### src/rtl/conv_tile_scheduler.sv
// conv_tile_scheduler: walks a feature map tile by tile through a 3x3 convolution engine.
// Each tile: 36 byte reads into input_tile, start pulse, wait for conv_done, settle,
// latch the 4x4 result, 16 word writes, engine reset, advance (stride 4).
// Ports:
//   clk, rst_n                       clock, synchronous active-low reset
//   start / busy / done / error      pass control and status (error is sticky)
//   fmap_rd_en, fmap_addr, fmap_rdata   input buffer read port (1-cycle latency)
//   input_tile                       6x6 signed window presented to the engine
//   conv_start, conv_rst_n, conv_done, conv_c   engine handshake and 4x4 result
//   out_wr_en, out_addr, out_wdata   output buffer write port
//   tile_row, tile_col               current tile indices
module conv_tile_scheduler #(
    parameter int unsigned IMG_W        = 18,
    parameter int unsigned IMG_H        = 18,
    parameter int unsigned ADDR_W       = 10,
    parameter int unsigned START_HOLD   = 4,
    parameter int unsigned SETTLE       = 10,
    parameter int unsigned CONV_RST_CYC = 4,
    parameter int unsigned TIMEOUT      = 1024
) (
    input  logic                             clk,
    input  logic                             rst_n,
    input  logic                             start,
    output logic                             busy,
    output logic                             done,
    output logic                             error,
    output logic                             fmap_rd_en,
    output logic [ADDR_W-1:0]                fmap_addr,
    input  logic signed [7:0]                fmap_rdata,
    output logic signed [0:5][0:5][7:0]      input_tile,
    output logic                             conv_start,
    output logic                             conv_rst_n,
    input  logic                             conv_done,
    input  logic signed [0:3][0:3][15:0]     conv_c,
    output logic                             out_wr_en,
    output logic [ADDR_W-1:0]                out_addr,
    output logic signed [15:0]               out_wdata,
    output logic [7:0]                       tile_row,
    output logic [7:0]                       tile_col
);

    localparam int unsigned OUT_W     = IMG_W - 2;
    localparam int unsigned TILES_X   = OUT_W / 4;
    localparam int unsigned TILES_Y   = (IMG_H - 2) / 4;
    localparam int unsigned LOAD_RD   = 36;
    localparam int unsigned LOAD_CYC  = LOAD_RD + 1;
    localparam int unsigned STORE_CYC = 16;
    localparam int unsigned CNT_W     = $clog2(TIMEOUT + LOAD_CYC + START_HOLD + SETTLE
                                               + CONV_RST_CYC + STORE_CYC);

    typedef enum logic [2:0] {
        S_IDLE, S_LOAD, S_START, S_WAIT, S_SETTLE, S_STORE, S_NEXT, S_FINISH
    } state_t;

    state_t                          state_q, state_d;
    logic [CNT_W-1:0]                cnt_q, cnt_d;
    logic [2:0]                      i_q, i_d, j_q, j_d;
    logic [7:0]                      row_d, col_d;
    logic                            err_d, done_d;
    logic signed [0:3][0:3][15:0]    res_q, res_d;
    logic                            rd_vld_q;
    logic [2:0]                      cap_i_q, cap_j_q;
    logic                            rd_en_d, wr_en_d;
    logic [ADDR_W-1:0]               rd_addr_d, wr_addr_d;

    // State register
    always_ff @(posedge clk) begin
        if (!rst_n) state_q <= S_IDLE;
        else        state_q <= state_d;
    end

    // Next state, per-state cycle counter, tile walk and window position
    always_comb begin
        state_d = state_q;
        cnt_d   = cnt_q + CNT_W'(1);
        i_d     = i_q;
        j_d     = j_q;
        row_d   = tile_row;
        col_d   = tile_col;
        err_d   = error;
        done_d  = 1'b0;
        res_d   = res_q;
        case (state_q)
            S_IDLE: begin
                cnt_d = '0;
                if (start) begin
                    state_d = S_LOAD;
                    err_d   = 1'b0;
                    row_d   = '0;
                    col_d   = '0;
                    i_d     = '0;
                    j_d     = '0;
                end
            end
            S_LOAD: begin
                if (j_q == 3'd5) begin
                    j_d = '0;
                    i_d = i_q + 3'd1;
                end else begin
                    j_d = j_q + 3'd1;
                end
                if (cnt_q == CNT_W'(LOAD_CYC - 1)) begin
                    state_d = S_START;
                    cnt_d   = '0;
                end
            end
            S_START: begin
                if (cnt_q == CNT_W'(START_HOLD - 1)) begin
                    state_d = S_WAIT;
                    cnt_d   = '0;
                end
            end
            S_WAIT: begin
                if (conv_done) begin
                    state_d = S_SETTLE;
                    cnt_d   = '0;
                end else if (cnt_q == CNT_W'(TIMEOUT - 1)) begin
                    state_d = S_IDLE;
                    cnt_d   = '0;
                    err_d   = 1'b1;
                    done_d  = 1'b1;
                end
            end
            S_SETTLE: begin
                if (cnt_q == CNT_W'(SETTLE - 1)) begin
                    state_d = S_STORE;
                    cnt_d   = '0;
                    i_d     = '0;
                    j_d     = '0;
                    res_d   = conv_c;
                end
            end
            S_STORE: begin
                if (j_q == 3'd3) begin
                    j_d = '0;
                    i_d = i_q + 3'd1;
                end else begin
                    j_d = j_q + 3'd1;
                end
                if (cnt_q == CNT_W'(STORE_CYC - 1)) begin
                    state_d = S_NEXT;
                    cnt_d   = '0;
                end
            end
            S_NEXT: begin
                if (cnt_q == CNT_W'(CONV_RST_CYC - 1)) begin
                    cnt_d = '0;
                    i_d   = '0;
                    j_d   = '0;
                    if (tile_row == 8'(TILES_Y - 1) && tile_col == 8'(TILES_X - 1)) begin
                        state_d = S_FINISH;
                        done_d  = 1'b1;
                    end else begin
                        state_d = S_LOAD;
                        if (tile_col == 8'(TILES_X - 1)) begin
                            col_d = '0;
                            row_d = tile_row + 8'd1;
                        end else begin
                            col_d = tile_col + 8'd1;
                        end
                    end
                end
            end
            S_FINISH: begin
                state_d = S_IDLE;
                cnt_d   = '0;
            end
            default: begin
                state_d = S_IDLE;
                cnt_d   = '0;
            end
        endcase
    end

    // Buffer strobes and addresses for the coming cycle
    assign rd_en_d   = (state_d == S_LOAD) && (cnt_d < CNT_W'(LOAD_RD));
    assign wr_en_d   = (state_d == S_STORE);
    assign rd_addr_d = ADDR_W'((32'(row_d) * 32'd4 + 32'(i_d)) * IMG_W
                               + 32'(col_d) * 32'd4 + 32'(j_d));
    assign wr_addr_d = ADDR_W'((32'(row_d) * 32'd4 + 32'(i_d)) * OUT_W
                               + 32'(col_d) * 32'd4 + 32'(j_d));

    // Registered outputs and datapath; read data lands one cycle after its strobe
    always_ff @(posedge clk) begin
        if (!rst_n) begin
            cnt_q      <= '0;
            i_q        <= '0;
            j_q        <= '0;
            tile_row   <= '0;
            tile_col   <= '0;
            error      <= 1'b0;
            done       <= 1'b0;
            busy       <= 1'b0;
            res_q      <= '0;
            conv_start <= 1'b0;
            conv_rst_n <= 1'b0;
            fmap_rd_en <= 1'b0;
            fmap_addr  <= '0;
            out_wr_en  <= 1'b0;
            out_addr   <= '0;
            out_wdata  <= '0;
            rd_vld_q   <= 1'b0;
            cap_i_q    <= '0;
            cap_j_q    <= '0;
            input_tile <= '0;
        end else begin
            cnt_q      <= cnt_d;
            i_q        <= i_d;
            j_q        <= j_d;
            tile_row   <= row_d;
            tile_col   <= col_d;
            error      <= err_d;
            done       <= done_d;
            busy       <= (state_d != S_IDLE);
            res_q      <= res_d;
            conv_start <= (state_d == S_START);
            conv_rst_n <= (state_d != S_NEXT);
            fmap_rd_en <= rd_en_d;
            fmap_addr  <= rd_en_d ? rd_addr_d : '0;
            out_wr_en  <= wr_en_d;
            out_addr   <= wr_en_d ? wr_addr_d : '0;
            out_wdata  <= wr_en_d ? res_d[i_d[1:0]][j_d[1:0]] : '0;
            rd_vld_q   <= fmap_rd_en;
            cap_i_q    <= i_q;
            cap_j_q    <= j_q;
            if (rd_vld_q) input_tile[cap_i_q][cap_j_q] <= fmap_rdata;
        end
    end

endmodule

### config.mk
export PLATFORM = sky130hd
export DESIGN_NAME = conv_tile_scheduler
export DESIGN_NICKNAME = d
export VERILOG_FILES = /design/src/rtl/conv_tile_scheduler.sv
export SDC_FILE = /design/constraint.sdc
export NUM_CORES = 1
export LEC_CHECK = 0
export CAP_MARGIN = 30
export CORE_AREA = 3 3 242 244
export CTS_CLUSTER_DIAMETER = 100
export DETAILED_ROUTE_END_ITERATION = 7
export DIE_AREA = 0 0 245 247
export HOLD_SLACK_MARGIN = 0.1
export PLACE_DENSITY = 0.75
export SLEW_MARGIN = 10
export SYNTH_ARGS = -nofsm -noshare
export SYNTH_HDL_FRONTEND = slang
export SYNTH_SLANG_ARGS = --single-unit
### constraint.sdc
create_clock -name clk -period 7.02 [get_ports clk]
set_input_delay 1.053 -clock clk [delete_from_list [all_inputs] [get_ports clk]]
set_output_delay 1.053 -clock clk [all_outputs]
set_load 0.005 [all_outputs]
After elaboration in Yosys (flattened, before gate mapping)
Cells that the tools add are included.
{"block": "totals", "regBits": 630, "inputBits": 268, "out_inout_bits": 347, "wordCells": 189}
{"block": "op_classes", "n_addsub": 10, "multipliers": 1, "magnitude_cmp": 7, "eq_ne": 23, "mux": 61, "bitwise_logic": 4, "n_reduce_logical": 12}
{"op": "$mux 256", "n": 2}
{"op": "$bwmux 288", "n": 1}
{"op": "$demux 48 s3", "n": 1}
{"op": "$bmux 64 s2", "n": 1}
{"op": "$mux 64", "n": 2}
{"op": "$mux 8", "n": 9}
{"op": "$mux 11", "n": 6}
{"op": "$pmux 11 s6", "n": 1}
{"op": "$mux 3", "n": 19}
{"op": "$mux 48", "n": 1}
{"op": "$bmux 16 s2", "n": 1}
{"op": "$mux 16", "n": 2}
{"op": "$pmux 8 s2", "n": 2}
{"op": "$pmux 3 s5", "n": 2}
{"op": "$demux 8 s3", "n": 1}
{"op": "$pmux 3 s8", "n": 1}
{"op": "$eq 11x4->1 const B", "n": 2}
{"op": "$add 10x10->10", "n": 2}
{"op": "$add 10x3->10", "n": 2}
{"op": "$eq 3x3->1 const B", "n": 6}
{"op": "$add 8x1->8 const B", "n": 2}
{"op": "$eq 8x2->1 const B", "n": 2}
{"op": "$eq 3x2->1 const B", "n": 4}
{"op": "$add 10x3->11", "n": 1}
{"op": "other kinds (24)", "n": 45}

Longest topological paths before layout
{"block": "depth", "depth_word": 10, "mapped_depth": 25, "depth_no_buf": 24}

Least setup slack after synthesis
OpenSTA, ideal clock, no wires.
{"block": "synth_path", "path_kind": "reg-to-reg", "startpoint": "reg cnt_q[0]", "endpoint": "reg fmap_addr[9]", "setup_ns": 0.065, "arrival_time_ns": 5.519, "t_required_ns": 6.955, "slack_ns": 1.436, "path_stages_with_launch": 26, "path_buffers": 2, "synth_period_minus_slack_ns": 5.584, "cell_sequence": "dfxtp_1 ha_1 clkbuf_1 or3b_2 or3_1 buf_6 nor3_2 a21oi_1 a21oi_1 ha_1 ha_1 inv_1 xnor2_1 ha_1 ha_1 fa_1 ha_1 ha_1 nand3_1 o211ai_1 o21ai_0 nand2b_1 a21oi_1 xnor2_1 xnor3_1 nor2_1"}
{"block": "synth_between", "elab_chain_len": 7, "word_cells_on_any_way": 39, "cone_classes": "add/sub: 4; mul: 1; order compare: 1; eq/ne: 6; mux: 25; reduce/logical: 2"}
{"element": "from (decl)", "line_no": "56", "rtl": "logic [CNT_W-1:0] cnt_q, cnt_d;"}
{"element": "from (signal assigned)", "line_no": "207", "rtl": "cnt_q <= cnt_d;"}
{"element": "$eq 11x2->1", "line_no": "146", "rtl": "if (cnt_q == CNT_W'(CONV_RST_CYC - 1)) begin"}
{"element": "$mux 8", "line_no": "146"}
{"element": "$pmux 8 s2", "line_no": "83", "rtl": "case (state_q)"}
{"element": "net row_d[0]", "line_no": "58", "rtl": "logic [7:0] row_d, col_d;"}
{"element": "$add 10x3->11"}
{"element": "$mul 11x4->9", "line_no": "178", "rtl": "assign rd_addr_d = ADDR_W'((32'(row_d) * 32'd4 + 32'(i_d)) * IMG_W"}
{"element": "$add 10x10->10", "line_no": "179", "rtl": "+ 32'(col_d) * 32'd4 + 32'(j_d));"}
{"element": "$add 10x3->10", "line_no": "179"}
{"element": "to (signal assigned)", "line_no": "219", "rtl": "fmap_addr <= rd_en_d ? rd_addr_d : '0;"}
{"element": "to (decl)", "line_no": "28", "rtl": "output logic [ADDR_W-1:0] fmap_addr,"}
The timed path passes the listed nets, and every way through them passes these cells.
A chain may end at the register's enable or synchronous reset.

Worst setup path in the final report
Same ends and word-level chain as after synthesis.

==> out/summary.txt <==
Post-CTS Hold Fix Bufs -> 0
Clock sinks -> 630
CP startpoint -> cnt_q[0]
Die area -> 60,520 sq um
Routed Wire Length -> 94.64 mm
Setup crit end -> fmap_addr[9]
Setup total negative slack -> 0 ns
Reg2reg setup slack -> 0.87 ns
Routed len/inst -> 20.92 microns
Ys async rst share -> 0%
Status -> complete, no violations
Fin cells -> 4,523
Switch share -> 22.66%
Buffer depth of the longest clock path -> 3
Resize count post-CTS -> 0
Worst-skew pair later-pin latency -> 0.61 ns
Kind of critical path -> reg -> reg
Post-synth EDFFs -> 0
Seq/Total Area, Yosys -> 47.60%
Hold Vio Cnt, Final -> 0
Fraction of layout instances using a drive strength above 1 -> 4.985%
Gate power share -> 5.3%
Die Y -> 247 microns
Worst-path fanout max -> 9
CP arrival -> 6.69 ns
Fin nets -> 4,009
DRC Markers -> 0
DRT iter0 DRCs -> 2,484
Overflow after GRT -> 0
Final ANT Viol Nets -> 0
Crit path time final -> 6.155 ns
Slew at the pin with the worst max-slew slack -> 1.003 ns
Leak -> 13.13 nW
Area Growth Syn to Fin -> 33.97%
Fillers -> 4,787
RSZ-0062 raised after global routing -> false
Area taken by multi-input logic gates -> 12,910 sq um
Total Routing Usage GR -> 29.99%
Tcrit/Tclk final -> 87.68%
Top Ports -> 615
WP data required -> 7.55 ns
DR vias/cell -> 5.520
Hold Crit Class -> reg -> reg
Crit path launch type -> register
Register area -> 12,610 sq um
Number of setup buffers added after CTS -> 0
Yosys cell types -> 69
Post-layout util -> 62.83%
Die W -> 245 microns
Initial Utilization -> 46.90%
Vias -> 24,970
Routability cong. -> 0.9048
RR Startpoint -> cnt_q[0]
Initial antenna violation count -> 22
Worst r2r dst -> fmap_addr[9]
Final setup viols -> 0
Clk pin slew, worst setup/hold paths -> 0.06 ns
R2R cell count -> 23
Clk pwr share -> 48.2%
Yosys top cell area share -> 47.60%
Power Dens Cells -> 217.0 nW/um^2
Core area -> 56,500 sq um
Top FF cell, synth -> dfxtp_1
TritonCTS clock tree -> built
Cts bufs inserted -> 68
Peak supply drop -> 0.1728 mV
Post-Syn Instances -> 3,222
TritonRoute pass-1 iters -> 6
DP HPWL -> 66.78 mm
Seq cells post-synth -> 630
Largest net degree at the start of global routing -> 204
Final Max Tran Viols -> 0
PortBufs -> 614
H-tree levels -> 3
Int Power -> 5.959 mW
Synth area leaders -> dfxtp_1, nand2_1, mux2i_1
Max Clock Skew -> 0.01829 ns
Post-synth top area cell -> dfxtp_1
F_max -> 162.5 MHz
Vias in the first global route -> 23,260
Clock Tree Root -> clkbuf_16
Critical path endpoint category -> register
Max-cap viol count -> 0
Seq pwr share -> 46.6%
Mapped cell area -> 26,500 sq um
Syn. warnings -> 0
First-pass GRT wire length -> 140.8 mm
Syn_nets -> 3,535
Avg Inst Size Synth -> 8.224 sq um
Slew Limit Headroom -> 33.11%
Placed Cells -> 4,379
P_sw -> 1.746 mW
Row cnt -> 87
-- power by group through the flow --
| stage | sequential [mW] | combinational (mW) | clock [mW] |
|---|---|---|---|
| global placement | 3.67 | 0.398 | 0 |
| CTS | 3.59 | 0.398 | 3.76 |
| floorplan | 3.66 | 0.148 | 0 |
| detailed placement | 3.67 | 0.397 | 0 |
| global route | 3.59 | 0.423 | 3.92 |
| finish | 3.59 | 0.405 | 3.71 |
-- critical path, stage by stage (launching register included) --
cell      delay [ns]
dfxtp_1         0.43
ha_1            0.35
or3b_2          0.51
or3_1           0.49
nor3_2          0.32
a21oi_1         0.11
a21oi_1         0.21
ha_1            0.21
ha_1            0.15
inv_1           0.06
xnor2_1         0.31
ha_1            0.29
ha_1            0.22
fa_1            0.45
ha_1            0.31
ha_1            0.36
nand3_1         0.09
o211ai_1        0.11
o21ai_0         0.21
nand2b_1        0.09
a21oi_1         0.18
xnor2_1         0.14
xnor3_1         0.40
nor2_1          0.08
-- per-stage QoR --
step / total power, mW / hold slack, ns / setup WS [ns] / area [sq um]
5_1_grt: 7.928 / 0.4635 / 0.3437 / 35490
2_1_floorplan: 3.812 / 0.4292 / 1.436 / 26500
3_5_place_dp: 4.063 / 0.4433 / 0.6188 / 33090
4_1_cts: 7.744 / 0.4511 / 0.8559 / 35420
6_report: 7.704 / 0.4481 / 0.8650 / 35500
3_3_place_gp: 4.065 / 0.4362 / 0.6628 / 33040
-- layout by cell type (no fill, tap or decap), types with 16 or more instances in the layout --
master           count
ha_1                42
o32ai_1             16
clkbuf_16           68
a311oi_1            34
clkdlybuf4s50_1    613
xnor2_1             18
a31oi_1             75
mux2i_1            273
inv_1               21
diode_2             16
dfxtp_1            630
o31ai_1             17
nor4_1              34
nand3_1             58
and2_1              27
a21boi_0            32
nor2_1             393
clkbuf_8            19
a21oi_1            336
nor3_1              28
nand2_1            766
o21ai_0             22
buf_4               37
clkbuf_1            16
-- worst min-delay path by stage --
stage          cells after the start          to        from  slack, ns
3_3_place_gp                       2  res_q[195]  res_q[195]       0.44
3_5_place_dp                       2  res_q[119]  res_q[119]       0.44
2_1_floorplan                      2  res_q[192]  res_q[192]       0.43
4_1_cts                            2   res_q[41]   res_q[41]       0.45
6_report                           2   res_q[77]   res_q[77]       0.45
5_1_grt                            2   res_q[40]   res_q[40]       0.46
-- layer usage --
layer	vias up	part of all wire [%]	GRT usage (%)
li1	11870	-	-
met1	11760	40	37.28
met2	1100	48	49.02
met3	223	7.8	6.333
met4	12	4.9	16.00
met5	-	0.073	0
-- registers in the layout (all words and copies together), names as in the netlist, 3 cells and up --
signal / count
out_addr: 10
tile_row: 8
res_q: 256
cap_j_q: 3
state_q: 3
cnt_q: 11
cap_i_q: 3
input_tile: 288
tile_col: 8
j_q: 3
fmap_addr: 10
i_q: 3
out_wdata: 16
-- kinds of logic (layout without fill, tap and decap cells) --
group / count (synthesis) / after routing / share of synthesized area (%)
adders and majority gates: 45 / 45 / 2.210
buffers and inverters: 277 / 806 / 4.019
DFF: 630 / 630 / 47.60
xor gates and xnor gates: 31 / 31 / 1.138
AOI/OAI and AO/OA: 574 / 574 / 12.86
and+or+nand+nor: 1391 / 1391 / 21.82
muxes: 274 / 274 / 10.36
other: 0 / 16 / 0
-- cells in the mapped netlist, types with 12 or more instances --
master	number
o21ai_0	22
nor3_1	31
nand3_1	58
a21o_1	12
nand2_1	767
xnor2_1	18
o32ai_1	16
nor4_1	38
mux2i_1	273
dfxtp_1	630
a311oi_1	34
a21boi_0	32
clkbuf_1	245
a31oi_1	75
o31ai_1	17
ha_1	42
and2_1	28
a21oi_1	337
nor2_1	393
inv_1	21
-- area by class of cell --
type / count / share of cell area (%)
Multi-Input combinational cell: 2315 / 36.36
Sequential cell: 630 / 35.53
Timing Repair Buffer: 659 / 18.53
Clock buffer: 103 / 5.699
Tap cell: 756 / 2.665
Clock inverter: 22 / 0.8530
Inverter: 22 / 0.2538
Antenna cell: 16 / 0.1128
(Power assumes the default switching activity.)
